## src/rtl/dma_req_pkg.sv

```systemverilog
// Shared definitions for the DMA request builder: entry layout, page size and FSM encoding.
// The entry packing helper keeps the field map in one place.
package dma_req_pkg;

    localparam int unsigned ENTRY_W    = 112;
    localparam int unsigned PAGE_BYTES = 4096;

    localparam int unsigned HOST_LSB  = 0;
    localparam int unsigned HOST_MSB  = 63;
    localparam int unsigned LOCAL_LSB = 64;
    localparam int unsigned LOCAL_MSB = 95;
    localparam int unsigned TAG_LSB   = 96;
    localparam int unsigned TAG_MSB   = 103;
    localparam int unsigned CNT_LSB   = 104;
    localparam int unsigned CNT_MSB   = 106;
    localparam int unsigned LAST_BIT  = 107;
    localparam int unsigned SEQ_LSB   = 108;
    localparam int unsigned SEQ_MSB   = 111;

    typedef enum logic [0:0] {
        StIdle = 1'b0,
        StRun  = 1'b1
    } state_e;

    function automatic logic [ENTRY_W-1:0] pack_entry(
        input logic [63:0] host,
        input logic [31:0] local_addr,
        input logic [7:0]  tag,
        input logic [2:0]  cnt,
        input logic        last,
        input logic [3:0]  seq
    );
        logic [ENTRY_W-1:0] e;
        e                     = '0;
        e[HOST_MSB:HOST_LSB]   = host;
        e[LOCAL_MSB:LOCAL_LSB] = local_addr;
        e[TAG_MSB:TAG_LSB]     = tag;
        e[CNT_MSB:CNT_LSB]     = cnt;
        e[LAST_BIT]            = last;
        e[SEQ_MSB:SEQ_LSB]     = seq;
        return e;
    endfunction

endpackage

```

## src/rtl/dma_chunk_calc.sv

```systemverilog
// Chunk size for the next DMA entry: the smallest of the per-entry cap, the blocks left
// in the command and the blocks left before the next 4 KB host page boundary.
module dma_chunk_calc
    import dma_req_pkg::*;
#(
    parameter int unsigned MAX_CHUNK   = 4,
    parameter int unsigned BLOCK_SHIFT = 7
) (
    input  logic [11:0] host_off_i,
    input  logic [15:0] remaining_i,
    output logic [2:0]  chunk_o
);

    logic [12:0] to_boundary;
    logic [15:0] lim;

    // 13 bits so that a page-aligned offset yields the full 4096 bytes
    assign to_boundary = (13'(PAGE_BYTES) - {1'b0, host_off_i}) >> BLOCK_SHIFT;

    always_comb begin
        lim = 16'(MAX_CHUNK);
        if (remaining_i < lim) begin
            lim = remaining_i;
        end
        if ({3'b000, to_boundary} < lim) begin
            lim = {3'b000, to_boundary};
        end
        chunk_o = 3'(lim);
    end

endmodule

```

## src/rtl/dma_request_builder.sv

```systemverilog
// Splits one host DMA command into page-safe chunks and pushes one entry per chunk into the
// read (SQ) or write (RQ) request FIFO, one entry per cycle unless that FIFO is full.
module dma_request_builder
    import dma_req_pkg::*;
#(
    parameter int unsigned MAX_CHUNK   = 4,
    parameter int unsigned BLOCK_BYTES = 128,
    parameter int unsigned BLOCK_SHIFT = 7
) (
    input  logic               clock,
    input  logic               reset,
    input  logic               CmdValid,
    output logic               CmdReady,
    input  logic               CmdDir,
    input  logic [63:0]        CmdHostAddr,
    input  logic [31:0]        CmdLocalAddr,
    input  logic [15:0]        CmdBlocks,
    input  logic [7:0]         CmdTag,
    output logic               SqDmaFifoPush,
    output logic [ENTRY_W-1:0] SqDmaFifoDataIn,
    input  logic               SqDmaFifoFull,
    output logic               RqDmaFifoPush,
    output logic [ENTRY_W-1:0] RqDmaFifoDataIn,
    input  logic               RqDmaFifoFull,
    output logic               CmdDone,
    output logic               CmdError,
    output logic               Busy
);

    localparam logic [63:0] BLK_MASK = 64'(BLOCK_BYTES - 1);

    state_e       state_q, state_d;
    logic         dir_q, dir_d;
    logic [63:0]  host_q, host_d;
    logic [31:0]  local_q, local_d;
    logic [15:0]  rem_q, rem_d;
    logic [7:0]   tag_q, tag_d;
    logic [3:0]   seq_q, seq_d;
    logic         error_q, error_d;

    logic               cmd_bad;
    logic [2:0]         chunk;
    logic [63:0]        step_bytes;
    logic               sel_full;
    logic               running;
    logic               push;
    logic               last;
    logic [ENTRY_W-1:0] entry;

    dma_chunk_calc #(
        .MAX_CHUNK   (MAX_CHUNK),
        .BLOCK_SHIFT (BLOCK_SHIFT)
    ) u_chunk_calc (
        .host_off_i  (host_q[11:0]),
        .remaining_i (rem_q),
        .chunk_o     (chunk)
    );

    assign cmd_bad    = (CmdBlocks == 16'd0)
                      || ((CmdHostAddr & BLK_MASK) != 64'd0)
                      || ((CmdLocalAddr & BLK_MASK[31:0]) != 32'd0);
    assign step_bytes = {61'd0, chunk} << BLOCK_SHIFT;
    assign running    = (state_q == StRun);
    assign sel_full   = dir_q ? RqDmaFifoFull : SqDmaFifoFull;
    assign push       = running && !sel_full;
    assign last       = (rem_q == {13'd0, chunk});
    assign entry      = pack_entry(host_q, local_q, tag_q, chunk, last, seq_q);

    always_comb begin
        state_d = state_q;
        dir_d   = dir_q;
        host_d  = host_q;
        local_d = local_q;
        rem_d   = rem_q;
        tag_d   = tag_q;
        seq_d   = seq_q;
        error_d = 1'b0;

        unique case (state_q)
            StIdle: begin
                if (CmdValid) begin
                    dir_d   = CmdDir;
                    host_d  = CmdHostAddr;
                    local_d = CmdLocalAddr;
                    rem_d   = CmdBlocks;
                    tag_d   = CmdTag;
                    seq_d   = 4'd0;
                    if (cmd_bad) begin
                        error_d = 1'b1;
                    end else begin
                        state_d = StRun;
                    end
                end
            end
            StRun: begin
                // A full target FIFO freezes every register, so the same entry is retried
                if (push) begin
                    host_d  = host_q + step_bytes;
                    local_d = local_q + step_bytes[31:0];
                    rem_d   = rem_q - {13'd0, chunk};
                    seq_d   = seq_q + 4'd1;
                    if (last) begin
                        state_d = StIdle;
                    end
                end
            end
            default: state_d = StIdle;
        endcase
    end

    always_ff @(posedge clock or negedge reset) begin
        if (!reset) begin
            state_q <= StIdle;
            dir_q   <= 1'b0;
            host_q  <= '0;
            local_q <= '0;
            rem_q   <= '0;
            tag_q   <= '0;
            seq_q   <= '0;
            error_q <= 1'b0;
        end else begin
            state_q <= state_d;
            dir_q   <= dir_d;
            host_q  <= host_d;
            local_q <= local_d;
            rem_q   <= rem_d;
            tag_q   <= tag_d;
            seq_q   <= seq_d;
            error_q <= error_d;
        end
    end

    always_comb begin
        CmdReady        = !running;
        Busy            = running;
        CmdDone         = push && last;
        CmdError        = error_q;
        SqDmaFifoPush   = push && !dir_q;
        RqDmaFifoPush   = push && dir_q;
        SqDmaFifoDataIn = (running && !dir_q) ? entry : '0;
        RqDmaFifoDataIn = (running && dir_q) ? entry : '0;
    end

endmodule

```

## config.mk

```make
export PLATFORM = sky130hd
export DESIGN_NAME = dma_request_builder
export DESIGN_NICKNAME = d
export VERILOG_FILES = /design/src/rtl/dma_req_pkg.sv /design/src/rtl/dma_chunk_calc.sv /design/src/rtl/dma_request_builder.sv
export SDC_FILE = /design/constraint.sdc
export NUM_CORES = 1
export LEC_CHECK = 0
export CORE_MARGIN = 1
export CORE_UTILIZATION = 46
export CTS_CLUSTER_SIZE = 25
export DETAILED_ROUTE_END_ITERATION = 10
export PLACE_DENSITY = 0.85
export SLEW_MARGIN = 20
export SYNTH_ARGS = -nofsm -noshare
export SYNTH_HDL_FRONTEND = slang
export SYNTH_SLANG_ARGS = --single-unit
```

## constraint.sdc

```tcl
create_clock -name clock -period 5.85 [get_ports clock]
set_input_delay 1.17 -clock clock [delete_from_list [all_inputs] [get_ports clock]]
set_output_delay 1.17 -clock clock [all_outputs]
set_load 0.01 [all_outputs]
```

# --- Word-level counts from Yosys, hierarchy flattened ---
# Index checks and enable logic that the tools add are counted.
totals:
  output_inout_bits: 230
  elab_cells: 60
  inputBits: 126
  register_bits: 127
op_classes:
  bitwise: 1
  addsub: 5
  muxes: 25
  magnitude_cmp: 2
  n_eq_ne: 3
  n_reduce_logical: 16
ops:
  columns: ["operator", "count"]
  rows:
  - ["$mux 112", 2]
  - ["$mux 64", 2]
  - ["$pmux 64 s2", 1]
  - ["$add 64x10->64", 1]
  - ["$mux 32", 2]
  - ["$pmux 32 s2", 1]
  - ["$reduce_bool 64->1", 1]
  - ["$mux 16", 3]
  - ["$add 32x10->32", 1]
  - ["$pmux 16 s2", 1]
  - ["$reduce_bool 32->1", 1]
  - ["$eq 16x3->1", 1]
  - ["$logic_not 16->1", 1]
  - ["$lt 16x3->1 const B", 1]
  - ["$lt 6x16->1", 1]
  - ["$sub 16x3->16", 1]
  - ["$sub 13x12->13 const A", 1]
  - ["$mux 1", 8]
  - ["$mux 4", 2]
  - ["$pmux 4 s2", 1]
  - ["$logic_and 1x1->1", 6]
  - ["$add 4x1->4 const B", 1]
  - ["$reduce_and 2->1", 2]
  - ["$logic_not 1->1", 3]
  - ["other kinds (6)", 7]

# --- Longest topological paths before layout ---
# Gate-level depths: netlist of the first run.
depth:
  word_depth: 8
  ltp_mapped: 23
  mapped_depth_nobuf: 22

# --- By module ---
# A second synthesis of the first run with hierarchy kept.
hier_totals:
  cells_unflattened: 1247
  area_unflattened_um2: 9658.0
modules_own_cells:
  columns: ["mod", "instances", "cells_per_inst", "area_per_inst_um2"]
  rows:
  - ["dma_request_builder", 1, 1198, 9267.6]
  - ["dma_chunk_calc", 1, 49, 390.4]

# --- Worst setup path before layout of the first run ---
# No wires, ideal clock.
synth_path:
  kind: "register -> output"
  from: "reg rem_q[4]"
  to: "out CmdDone"
  n_path_buf: 0
  path_slack_ps: 411
  t_arrival_ps: 4269
  path_stages_with_launch: 19
  t_required_ps: 4680
  path_cell_list: "dfrtp_1 -> nor4_2 -> nand3_1 -> nor2_1 -> nand2_1 -> ha_1 -> nand3b_1 -> a21oi_1 -> a311oi_1 -> a211oi_1 -> o21ai_0 -> nand3_1 -> o31a_1 -> inv_1 -> ha_1 -> inv_1 -> or4b_2 -> or2_2 -> nor2_1"
synth_between:
  elab_chain_cells: 6
synth_rtl:
  columns: ["item", "line", "text"]
  rows:
  - ["start, declared", "dma_request_builder.sv:36", "logic [15:0] rem_q, rem_d;"]
  - ["start signal, assigned", "dma_request_builder.sv:126", "rem_q <= rem_d;"]
  - ["$lt 16x3->1", "dma_chunk_calc.sv:22", "if (remaining_i < lim) begin"]
  - ["$mux 16", "dma_chunk_calc.sv:22", null]
  - ["$lt 6x16->1", "dma_chunk_calc.sv:25", "if ({3'b000, to_boundary} < lim) begin"]
  - ["$mux 3", "dma_chunk_calc.sv:25", null]
  - ["$eq 16x3->1 *", "dma_request_builder.sv:66", "assign last = (rem_q == {13'd0, chunk});"]
  - ["$logic_and 1x1->1 *", "dma_request_builder.sv:136", "CmdDone = push && last;"]
  - ["end, declared", "dma_request_builder.sv:25", "output logic CmdDone,"]
# Every way passes the cells marked *; elsewhere a longest branch is shown, timed or not.

# --- Worst setup path in the final report of the first run ---
layout_path:
  from: "reg host_q[4]"
  to: "out SqDmaFifoDataIn[107]"
layout_between:
  elab_chain_cells: 5
layout_rtl:
  columns: ["item", "line", "text"]
  rows:
  - ["start, declared", "dma_request_builder.sv:34", "logic [63:0] host_q, host_d;"]
  - ["start signal, assigned", "dma_request_builder.sv:124", "host_q <= host_d;"]
  - ["$sub 13x12->13 *", "dma_chunk_calc.sv:18", "assign to_boundary = (13'(PAGE_BYTES) - {1'b0, host_off_i}) >> BLOCK_SHIFT;"]
  - ["$lt 6x16->1", "dma_chunk_calc.sv:25", null]
  - ["$mux 3 *", "dma_chunk_calc.sv:25", null]
  - ["$eq 16x3->1 *", "dma_request_builder.sv:66", null]
  - ["$mux 112 *", "dma_request_builder.sv:140", "SqDmaFifoDataIn = (running && !dir_q) ? entry : '0;"]
  - ["end, declared", "dma_request_builder.sv:20", "output logic [ENTRY_W-1:0] SqDmaFifoDataIn,"]
# Marks and branches as above.

==> impl_metrics.yaml, run 1 <==
layout:
  nFillCells: 1663
  layout-drive-gt1-share_pct: 8.02
  final_common_cell: "clkdlybuf4s50_1"
  multi_input_area_sq_um: 6010
  nets: 1699
  finish.utilization_pct: 70.0
  area_growth_pct: 48.9
  final_cell_area_sq_um: 14200
  seq_area_sq_um: 3180
  num_antenna_cells: 0
  final_cell_mix: "351 x clkdlybuf4s50_1, 162 x nand2_1, 125 x dfrtp_1"
grt:
  grt_max_degree: 116
  grt_overflow_total: 0
  grtUsageTotal_pct: 34.2
  grt_pass1_vias: 10800
  antenna_found_initial: 0
  grt_pass1_wl_um: 58000
pwr:
  leakage_nw: 6.02
  p_per_area_nw_per_um2: 197
  peakVddDrop_mv: 0.202
  power.total_w: 0.00280
yosys:
  ys_ff_latch: 127
  async_reset_ff_share_pct: 100
  syn_area_sq_um: 9540
  synth_edf_count: 0
  yosys_warnings: 0
  synth_area_per_cell_sq_um: 7.72
  syn-instance-count: 1236
  yosysUniqueCellTypes: 66
  synth_flop_cell: "dfrtp_1"
  synth-seq-area-share_pct: 33.3
setup_path:
  r2r-end: "host_q[36]$_DFFE_PN0P_"
  crit_type: "register to output pin"
  cp_max_fo: 3
  reg2reg_slack_ns: 0.43
  startpoint_type: "register"
  startpoint: "host_q[4]$_DFFE_PN0P_"
  crit_arrival_ns: 4.55
  reg2reg_depth: 18
  reg2reg_from: "host_q[4]$_DFFE_PN0P_"
  cp_data_required_time_ns: 4.68
  end_kind: "output pin"
detailed_routing:
  drt_iter0_drc: 897
  wl_per_cell_um: 20.1
  first_pass_iters: 5
  ant_nets: 0
  wirelength_um: 37000
  drc: 0
  viasPerCell: 6.11
  num_vias: 11300
sta:
  rsz0062_at_grt: "true"
  layout_worst_path_cycle_share_pct: 97.7
  worstMarginPinSlew_ns: 1.10
  final_max_slew_viol_count: 0
  slew_headroom_pct: 26.4
  setup_viol: 0
  finalHoldViolations: 0
  clock_skew_ns: 0.00974
  layout_setup_ws_ns: 0.133
  period_needed_ns: 5.72
  hold_slack_ns: 0.500
  fmax_mhz: 175
worst_hold_path:
  min_path_cells: 2
  min_to: "tag_q[6]$_DFFE_PN0P_"
  hp-class: "register to register"
  worstHoldStart: "tag_q[6]$_DFFE_PN0P_"
placed_design:
  portBuffers: 355
  post-place-ws_ns: -0.0114
  place_area_sq_um: 13400
  gp_congestion: 0.902
  hpwl_um: 25300
clock_network:
  clkTransAtPathRegs_ns: 0.06
  cts_tree: "yes"
  clockBufferDepth: 2
  cts_root_buffer: "clkbuf_16"
  cts_sinks: 127
  clock_latency_ns: 0.43
  cts_max_level: 4
  numCtsBuffers: 17
floorplan:
  die_h_um: 146
  ios: 356
  dieArea_sq_um: 21300
  die_w_um: 146
  num_rows: 52
  core_sq_um: 20300
  initial_core_util_pct: 47.0
job:
  drv_cap: 0
outcome:
  outcome: "completed"
synth_stat cells (4+ instances only):
| cell | instances | area [sq um] |
|---|---|---|
| a211o_1 | 8 | 70.1 |
| a211oi_1 | 8 | 60.1 |
| a21o_1 | 5 | 37.5 |
| a21oi_1 | 33 | 165 |
| a221o_1 | 7 | 70.1 |
| a221oi_1 | 5 | 43.8 |
| a22oi_1 | 18 | 135 |
| a311oi_1 | 8 | 70.1 |
| a31oi_1 | 14 | 87.6 |
| a32oi_1 | 5 | 43.8 |
| and2_1 | 106 | 663 |
| and3_1 | 124 | 776 |
| and4_1 | 6 | 52.6 |
| buf_1 | 5 | 18.8 |
| clkbuf_1 | 96 | 360 |
| dfrtp_1 | 127 | 3180 |
| ha_1 | 14 | 175 |
| inv_1 | 26 | 97.6 |
| mux2i_1 | 8 | 80.1 |
| nand2_1 | 164 | 616 |
| nand2b_1 | 6 | 37.5 |
| nand3_1 | 64 | 320 |
| nand4_1 | 27 | 169 |
| nor2_1 | 97 | 364 |
| nor3_1 | 34 | 170 |
| nor4_1 | 15 | 93.8 |
| o211ai_1 | 28 | 210 |
| o21a_1 | 7 | 52.6 |
| o21ai_0 | 30 | 150 |
| o22a_1 | 4 | 35.0 |
| o22ai_1 | 22 | 138 |
| o311a_1 | 4 | 40.0 |
| o311ai_0 | 13 | 114 |
| o31a_1 | 8 | 70.1 |
| o31ai_1 | 6 | 45.0 |
| or2_2 | 4 | 25.0 |
| or3_1 | 9 | 56.3 |
| or4_1 | 15 | 113 |
| xnor2_1 | 8 | 70.1 |
| xor2_1 | 9 | 78.8 |
stage by stage:
stage	TNS, ns	std cells
finish	0	1842
global route	-0.308	1842
CTS	0	1840
detailed placement	-0.0189	1808
global placement	0	1808
floorplan	0	1238
sequential cells by signal (all words and copies together) (netlist names):
signal    count
tag_q         8
seq_q         4
local_q      32
host_q       64
Busy          1
dir_q         1
CmdError      1
rem_q        16
worst max-delay path, stage by stage (launching register included):
cell and delay [ns]:
dfrtp_1 0.38, or4_4 0.57, nor2_4 0.14, xnor2_1 0.16
ha_2 0.34, nor2_4 0.13, a311oi_2 0.05, a211oi_2 0.33
o21ai_2 0.10, nand3_1 0.09, o31a_1 0.15, inv_1 0.06
ha_1 0.29, inv_1 0.04, or4b_2 0.68, or2_4 0.27
nor2_1 0.10, clkdlybuf4s15_2 0.25
worst max-delay path by stage:
stage / endpoint / slack [ns] / cells after the start
5_1_grt: CmdDone / -0.13 / 19
3_3_place_gp: SqDmaFifoDataIn[107] / 0.06 / 18
4_1_cts: CmdDone / 0.002 / 18
3_5_place_dp: CmdDone / -0.01 / 18
2_1_floorplan: CmdDone / 0.41 / 18
6_report: SqDmaFifoDataIn[107] / 0.13 / 17
final cells by class:
| type | instances | share of cell area (%) |
|---|---|---|
| inverter | 27 | 0.713 |
| tap | 270 | 2.38 |
| clock buffer | 19 | 3.19 |
| clock inverter | 13 | 1.48 |
| timing repair buffer | 403 | 27.5 |
| sequential | 127 | 22.4 |
| multi-input combinational | 983 | 42.3 |
kinds of logic (layout without fill, tap and decap cells):
kind of cell	count (synthesis)	after routing	synth area share (%)
AND/OR/NAND/NOR	686	686	37.8
XOR/XNOR	17	17	1.56
other	1	3	0.0393
multiplexers	10	10	1.08
flip-flops	127	127	33.3
adder cells (fa/ha/maj)	15	15	1.94
buffers and inverters	128	462	5.04
AO/OA/AOI/OAI	252	252	19.2
where the power goes:
part | switching (W) | total (W) | internal, W
clock network | 0.000437 | 0.00122 | 0.000781
logic | 0.000267 | 0.000499 | 0.000233
registers | 0.000126 | 0.00108 | 0.000956
total | 0.000829 | 0.00280 | 0.00197
layer usage:
metal | share of wire (%) | wire length, um | track usage [%]
met2 | 49 | 17900 | 59.2
met3 | 7.8 | 2870 | 5.47
met5 | 0 | 0 | 0
met1 | 40 | 14900 | 42.7
met4 | 3.3 | 1200 | 13.5
timing repair:
item                                    in CTS  in global routing
endpoints found under the setup margin       3                  3
resized for setup                           12                 15
hold endpoints to repair                     0                  0
pin swaps                                    2                  4
cloned                                       0                  0
hold buffers                                 0                  0
setup buffers                                0                  2
Note: power is estimated with default switching activity, not from simulation.
==> run 2, diff against run 1 <==
ABC_AREA = 1   (was unset)
CORE_UTILIZATION = 47   (was 46)
PLACE_DENSITY = 0.84   (was 0.85)
RECOVER_POWER = 25   (was unset)
==> run 2 against run 1 <==
The run now ends with max-capacitance violations, max-slew violations left. First-iteration DRC count grew 12%. Cell area grew 3.6%. Sequential share of layout area shrank 0.79 points. Clock skew grew 0.0048 ns. Worst hold slack lost 0.0076 ns. Area after synthesis grew 8.8%. Register-to-register slack gained 0.86 ns. Highest routed layer unchanged. Clock-buffer cell count shrank 2.
==> impl_metrics.yaml, run 2 <==
layout:
  num_antenna_cells: 0
  nets: 2186
  final_common_cell: "nor2_1"
  reg_top3: "host_q: 64 flops, local_q: 32 flops, rem_q: 16 flops"
  largest_register: "host_q"
  finish.utilization_pct: 67.7
  area_growth_pct: 41.8
  layout-drive-gt1-share_pct: 4.86
  final_cell_mix: "413 x nor2_1, 355 x nand2_1, 354 x clkdlybuf4s50_1"
  final_cell_area_sq_um: 14700
  largest_reg_flops: 64
floorplan:
  ios: 356
  die_h_um: 151
  num_rows: 54
  dieArea_sq_um: 22700
  initial_core_util_pct: 47.7
  core_sq_um: 21800
  die_w_um: 151
pwr:
  power.total_w: 0.00751
  swShare_pct: 49.9
  clockPowerShare_pct: 14.2
  intPower_w: 0.00376
  seq_power_share_pct: 21.3
  p_per_area_nw_per_um2: 510
  netSwitchingPower_w: 0.00375
  pwr-share-comb_pct: 64.5
  peakVddDrop_mv: 0.372
  leakage_nw: 6.20
detailed_routing:
  wl_per_cell_um: 18.1
  drc: 0
  ant_nets: 0
  drt_iter0_drc: 1004
  wirelength_um: 42300
  num_vias: 12800
  viasPerCell: 5.47
  first_pass_iters: 5
sta:
  hold_slack_ns: 0.492
  fmax_mhz: 183
  final_max_slew_viol_count: 132
  tns_ns: 0
  period_needed_ns: 5.45
  slew_headroom_pct: -88.2
  layout_worst_path_cycle_share_pct: 93.2
  rsz0062_at_grt: "false"
  worstMarginPinSlew_ns: 2.82
  clock_skew_ns: 0.0145
  finalHoldViolations: 0
  setup_viol: 0
yosys:
  synth_top_area_cell: "dfrtp_1"
  syn-instance-count: 1725
  yosys.area_share.simple_pct: 44.7
  async_reset_ff_share_pct: 100
  synth-xor-area-share_pct: 0.928
  synth_edf_count: 0
  ys_ff_latch: 127
  yosys_warnings: 0
  synthTopCellsByArea: "dfrtp_1 31%, nor2_1 15%, nand2_1 13%, inv_1 7.7%, nand3_1 6.5%"
  yosysMostFrequentCell: "nor2_1"
  muxShareOfSynthArea_pct: 0
  yosysUniqueCellTypes: 46
  synth_flop_cell: "dfrtp_1"
  synth_top_family_by_area: "simple AND/OR/NAND/NOR gates"
  synth_compound_area_share_pct: 10.9
  synth_top_area_share_pct: 30.6
  synth-seq-area-share_pct: 30.6
  synth_area_per_cell_sq_um: 6.02
  ys_top_cells_by_count: "415 x nor2_1, 358 x nand2_1, 212 x inv_1, 135 x nand3_1, 127 x dfrtp_1"
  syn_area_sq_um: 10400
  synthAdderAreaFrac_pct: 1.69
outcome:
  violations: "max-capacitance violations, max-slew violations"
  outcome: "complete, but fails checks"
setup_path:
  crit_family: "simple AND/OR/NAND/NOR gates"
  cp.depth: 19
  reg2reg_depth: 21
  worstPathBufferInverterCount: 4
  end_kind: "output pin"
  startpoint_type: "register"
  cp_slowest_cell: "clkdlybuf4s50_1"
  crit_arrival_ns: 4.28
  reg2reg_from: "host_q[7]$_DFFE_PN0P_"
  startpoint: "host_q[7]$_DFFE_PN0P_"
  crit_type: "register to output pin"
  path_cells: "inv_1 > nand2_2 > nor2_4 > nand3_1 > inv_1 > nand2_1 > nor2_1 > ha_1 > a21oi_1 > nand2_4 > nand2_1 > o21ai_0 > buf_4 > ha_1 > nand2_1 > nor3_1 > nand4_1 > nor2_1 > clkdlybuf4s50_1"
  critPathMaxStageDelay_ns: 0.56
  cp_data_required_time_ns: 4.68
  cp_common_cell: "nand2_1"
  cp_max_fo: 5
grt:
  grt_overflow_total: 0
  grt_max_degree: 103
  grtUsageTotal_pct: 37.0
  antenna_found_initial: 0
  grt_pass1_vias: 11800
  grt_pass1_wl_um: 63900
worst_hold_path:
  hp-class: "register to register"
  min_path_cells: 1
  worstHoldStart: "seq_q[0]$_DFFE_PN0P_"
placed_design:
  hpwl_um: 32500
  gp_congestion: 0.979
  portBuffers: 355
  place_area_sq_um: 14200
clock_network:
  numCtsBuffers: 17
  clockBufferDepth: 2
  cts_sinks: 127
  clkTransAtPathRegs_ns: 0.07
  cts_resized: 0
  cts_root_buffer: "clkbuf_16"
  cts_hold_buf: 0
  cts_max_level: 4
  clock_latency_ns: 0.44
  cts_tree: "yes"
  post_cts_buffers: 0
job:
  drv_cap: 3
==> run 2: cell count changes after synthesis, sizes merged, moves of 82 or more <==
| cell | change |
|---|---|
| nor2 | +329 |
| inv | +199 |
| nand2 | +210 |
| and3 | -122 |
| o21ai | +82 |
| and2 | -104 |
==> run 2: power by group through the flow <==
| stage | registers (W) | logic, W | clock network (W) |
|---|---|---|---|
| floorplan | 0.00148 | 0.00282 | 0 |
| global placement | 0.00159 | 0.00471 | 0 |
| detailed placement | 0.00160 | 0.00480 | 0 |
| CTS | 0.00159 | 0.00482 | 0.00106 |
| global route | 0.00164 | 0.00529 | 0.00110 |
| finish | 0.00160 | 0.00484 | 0.00107 |
==> run 2: cells by family after synthesis <==
group | Yosys count
xor gates and xnor gates | 11
other | 1
adders and majority gates | 14
DFF | 127
and+or+nand+nor | 1073
AOI/OAI and AO/OA | 198
buffers and inverters | 301
==> run 2: per-stage QoR <==
| stage | cells | setup slack (ns) |
|---|---|---|
| finish | 2339 | 0.400 |
| global route | 2339 | 0.106 |
| CTS | 2339 | 0.430 |
| detailed placement | 2307 | 0.889 |
| global placement | 2307 | 0.997 |
| floorplan | 1727 | 1.74 |
==> run 2: worst paths after layout <==
kind	slack, ns	to
min in group asynchronous	1.30	host_q[14]$_DFFE_PN0P_
worst min-delay path	0.49	seq_q[0]$_DFFE_PN0P_
worst min register to register	0.49	seq_q[0]$_DFFE_PN0P_
max in group asynchronous	1.05	rem_q[2]$_DFFE_PN0P_
worst max-delay path	0.40	CmdDone
worst max register to register	1.29	host_q[25]$_DFFE_PN0P_
==> run 2: final cells by class <==
class	count	area, sq um
tap	280	350
clock buffer	17	425
clock inverter	15	144
inverter	232	871
timing repair buffer	369	3660
fill	1973	7030
multi-input combinational	1299	6090
sequential	127	3180
==> run 2: metal layers <==
layer	vias to the layer above	track usage, %	share of wire [%]
met1	5880	43.6	39
met5	-	0	0
met2	600	65.0	49
li1	6195	-	-
met4	0	19.7	4.7
met3	111	5.06	7.2
==> run 3, diff against run 2 <==
PLACE_DENSITY = 0.85   (was 0.84)
SLEW_MARGIN = 40   (was 20)
SYNTH_HIERARCHICAL = 1   (was unset)
==> run 3 against run 2 <==
The run still ends with max-capacitance violations, max-slew violations left. Combinational power is 21% lower. Die area is 1.8% lower. Sequential share of layout area is 0.34 points higher. Sequential power is 3% lower. Sequential cell count stayed put. Largest cell class unchanged. Worst hold slack better by 0.0022 ns. Synthesized cell count is 1.4% lower. Clock power is 6% higher. Clock-buffer cell count stayed put.
==> impl_metrics.yaml, run 3 <==
yosys:
  synth_top_area_cell: "dfrtp_1"
  syn_area_sq_um: 10200
  syn-instance-count: 1700
  synth_area_per_cell_sq_um: 5.99
  synthTopCellsByArea: "dfrtp_1 31%, nor2_1 17%, nand2_1 15%, inv_1 6.7%, nand3_1 5.3%"
  yosysUniqueCellTypes: 42
  yosys_warnings: 6
  async_reset_ff_share_pct: 100
  yosysMostFrequentCell: "nor2_1"
  ys_top_cells_by_count: "471 x nor2_1, 403 x nand2_1, 181 x inv_1, 127 x dfrtp_1, 107 x nand3_1"
  synth_top_area_share_pct: 31.2
  synth_flop_cell: "dfrtp_1"
  synth-seq-area-share_pct: 31.2
  ys_ff_latch: 127
  synth_edf_count: 0
setup_path:
  critPathCapture: "RqDmaFifoDataIn[107]"
  crit_family: "simple AND/OR/NAND/NOR gates"
  end_kind: "output pin"
  critPathMaxStageDelay_ns: 0.58
  cp_slowest_cell: "clkdlybuf4s50_1"
  reg2reg_depth: 22
  r2r-end: "rem_q[12]$_DFFE_PN0P_"
  startpoint_type: "register"
  cp_data_required_time_ns: 4.68
  path_cells: "nor2_1 > nand2_1 > nor2_1 > nand2_1 > nor2_1 > nand2_1 > xor2_1 > ha_1 > a21oi_1 > nand3_1 > nand2_1 > inv_1 > ha_1 > nand3_1 > nor2_1 > nand3_1 > nor2_1 > clkdlybuf4s50_1"
  crit_type: "register to output pin"
  reg2reg_from: "host_q[6]$_DFFE_PN0P_"
  cp_max_fo: 5
  startpoint: "host_q[6]$_DFFE_PN0P_"
  reg2reg_slack_ns: 1.66
  crit_arrival_ns: 4.26
  worstPathBufferInverterCount: 2
  cp_common_cell: "nor2_1"
  cp.depth: 18
pwr:
  leakage_nw: 6.16
  peakVddDrop_mv: 0.464
  p_per_area_nw_per_um2: 448
floorplan:
  die_w_um: 149
  dieArea_sq_um: 22300
  core_sq_um: 21200
  initial_core_util_pct: 48.2
  ios: 356
  die_h_um: 149
  num_rows: 53
sta:
  layout_worst_path_cycle_share_pct: 92.8
  period_needed_ns: 5.43
  clock_skew_ns: 0.0108
  slew_headroom_pct: -73.4
  tns_ns: 0
  rsz0062_at_grt: "false"
  setup_viol: 0
  worstMarginPinSlew_ns: 2.60
  finalHoldViolations: 0
  final_max_slew_viol_count: 84
  fmax_mhz: 184
  layout_setup_ws_ns: 0.419
clock_network:
  clockBufferDepth: 2
  cts_tree: "yes"
  cts_hold_buf: 0
  clock_latency_ns: 0.43
  cts_sinks: 127
  numCtsBuffers: 17
  clkTransAtPathRegs_ns: 0.06
  cts_root_buffer: "clkbuf_16"
  cts_max_level: 4
layout:
  nets: 2158
  layout-drive-gt1-share_pct: 4.79
  largest_register: "host_q"
  final_common_cell: "nor2_1"
  seq_area_sq_um: 3180
  nFillCells: 1816
  area_growth_pct: 42.3
  largest_reg_flops: 64
  final_cell_mix: "471 x nor2_1, 398 x nand2_1, 354 x clkdlybuf4s50_1"
  num_antenna_cells: 0
  reg_top3: "host_q: 64 flops, local_q: 32 flops, rem_q: 16 flops"
  multi_input_area_sq_um: 6020
  final-instance-count-excl-fill: 2302
placed_design:
  portBuffers: 355
  hpwl_um: 30000
  dp.cells: 2270
  gp_congestion: 1.04
  post-place-ws_ns: 0.832
worst_hold_path:
  hp-class: "register to register"
grt:
  grtUsageTotal_pct: 35.6
  grt_overflow_total: 0
  grt_pass1_vias: 11600
  grt_pass1_wl_um: 61200
  grt_max_degree: 114
  antenna_found_initial: 1
detailed_routing:
  num_vias: 12600
  wl_per_cell_um: 17.4
  first_pass_iters: 6
  drt_iter0_drc: 1315
  ant_nets: 0
  drc: 0
  wirelength_um: 40000
  viasPerCell: 5.49
outcome:
  violations: "max-capacitance violations, max-slew violations"
  outcome: "complete, but fails checks"
job:
  drv_cap: 2
run 3: cell type report:
| type | count | area share [%] |
|---|---|---|
| Clock buffer | 17 | 2.94 |
| Multi-Input combinational cell | 1313 | 41.6 |
| Tap cell | 275 | 2.37 |
| Inverter | 193 | 5.02 |
| Timing Repair Buffer | 362 | 24.8 |
| Clock inverter | 15 | 1.31 |
| Sequential cell | 127 | 22.0 |
run 3: cell families (layout without fill, tap and decap cells):
family	count (synthesis)	in the layout	synth area share, %
XOR/XNOR	22	22	1.89
AO/OA/AOI/OAI	188	188	10.3
buffers and inverters	262	587	10.1
AND/OR/NAND/NOR	1082	1082	44.0
other	1	3	0.0368
flip-flops	127	127	31.2
adder cells (fa/ha/maj)	18	18	2.43
run 3: worst min-delay path by stage:
| stage | cells past startpoint | to | startpoint | slack [ns] |
|---|---|---|---|---|
| floorplan | 2 | local_q[0]$_DFFE_PN0P_ | local_q[0]$_DFFE_PN0P_ | 0.45 |
| global placement | 2 | local_q[3]$_DFFE_PN0P_ | local_q[3]$_DFFE_PN0P_ | 0.47 |
| detailed placement | 2 | local_q[6]$_DFFE_PN0P_ | local_q[6]$_DFFE_PN0P_ | 0.49 |
| CTS | 2 | local_q[3]$_DFFE_PN0P_ | local_q[3]$_DFFE_PN0P_ | 0.50 |
| global route | 2 | local_q[2]$_DFFE_PN0P_ | local_q[2]$_DFFE_PN0P_ | 0.52 |
| finish | 2 | local_q[3]$_DFFE_PN0P_ | local_q[3]$_DFFE_PN0P_ | 0.49 |
run 3: worst min-delay path, stage by stage (launching register included):
cell and delay, ns:
dfrtp_1 0.35, nand2_1 0.05, o21ai_0 0.06
run 3: through the flow:
step	cell area (sq um)	power (W)	hold WS, ns	utilization, %
after floorplan	10200	0.00369	0.453	-
after global placement	13900	0.00521	0.468	65.5
after detailed placement	13900	0.00531	0.486	65.6
after CTS	14500	0.00645	0.498	68.5
after global routing	14500	0.00692	0.521	68.5
final	14500	0.00649	0.495	68.5
run 3: power by group:
group          total (W)  switching, W  internal (W)  leakage [nW]
Sequential       0.00156      0.000370       0.00119          1.60
Combinational    0.00380       0.00223       0.00157          4.26
Clock            0.00113      0.000481      0.000651         0.300
run 3: timing repair:
action / in CTS / in global routing
setup buffers: 0 / 0
resized for setup: 0 / 1
setup endpoints to repair: 0 / 1
run 3: routing by layer:
layer / vias up / share of wire, % / global-route usage (%)
met3: 98 / 10 / 6.54
li1: 5983 / - / -
met5: - / 0.032 / 0
met4: 2 / 2.9 / 12.6
met2: 698 / 47 / 58.7
met1: 5848 / 40 / 46.4
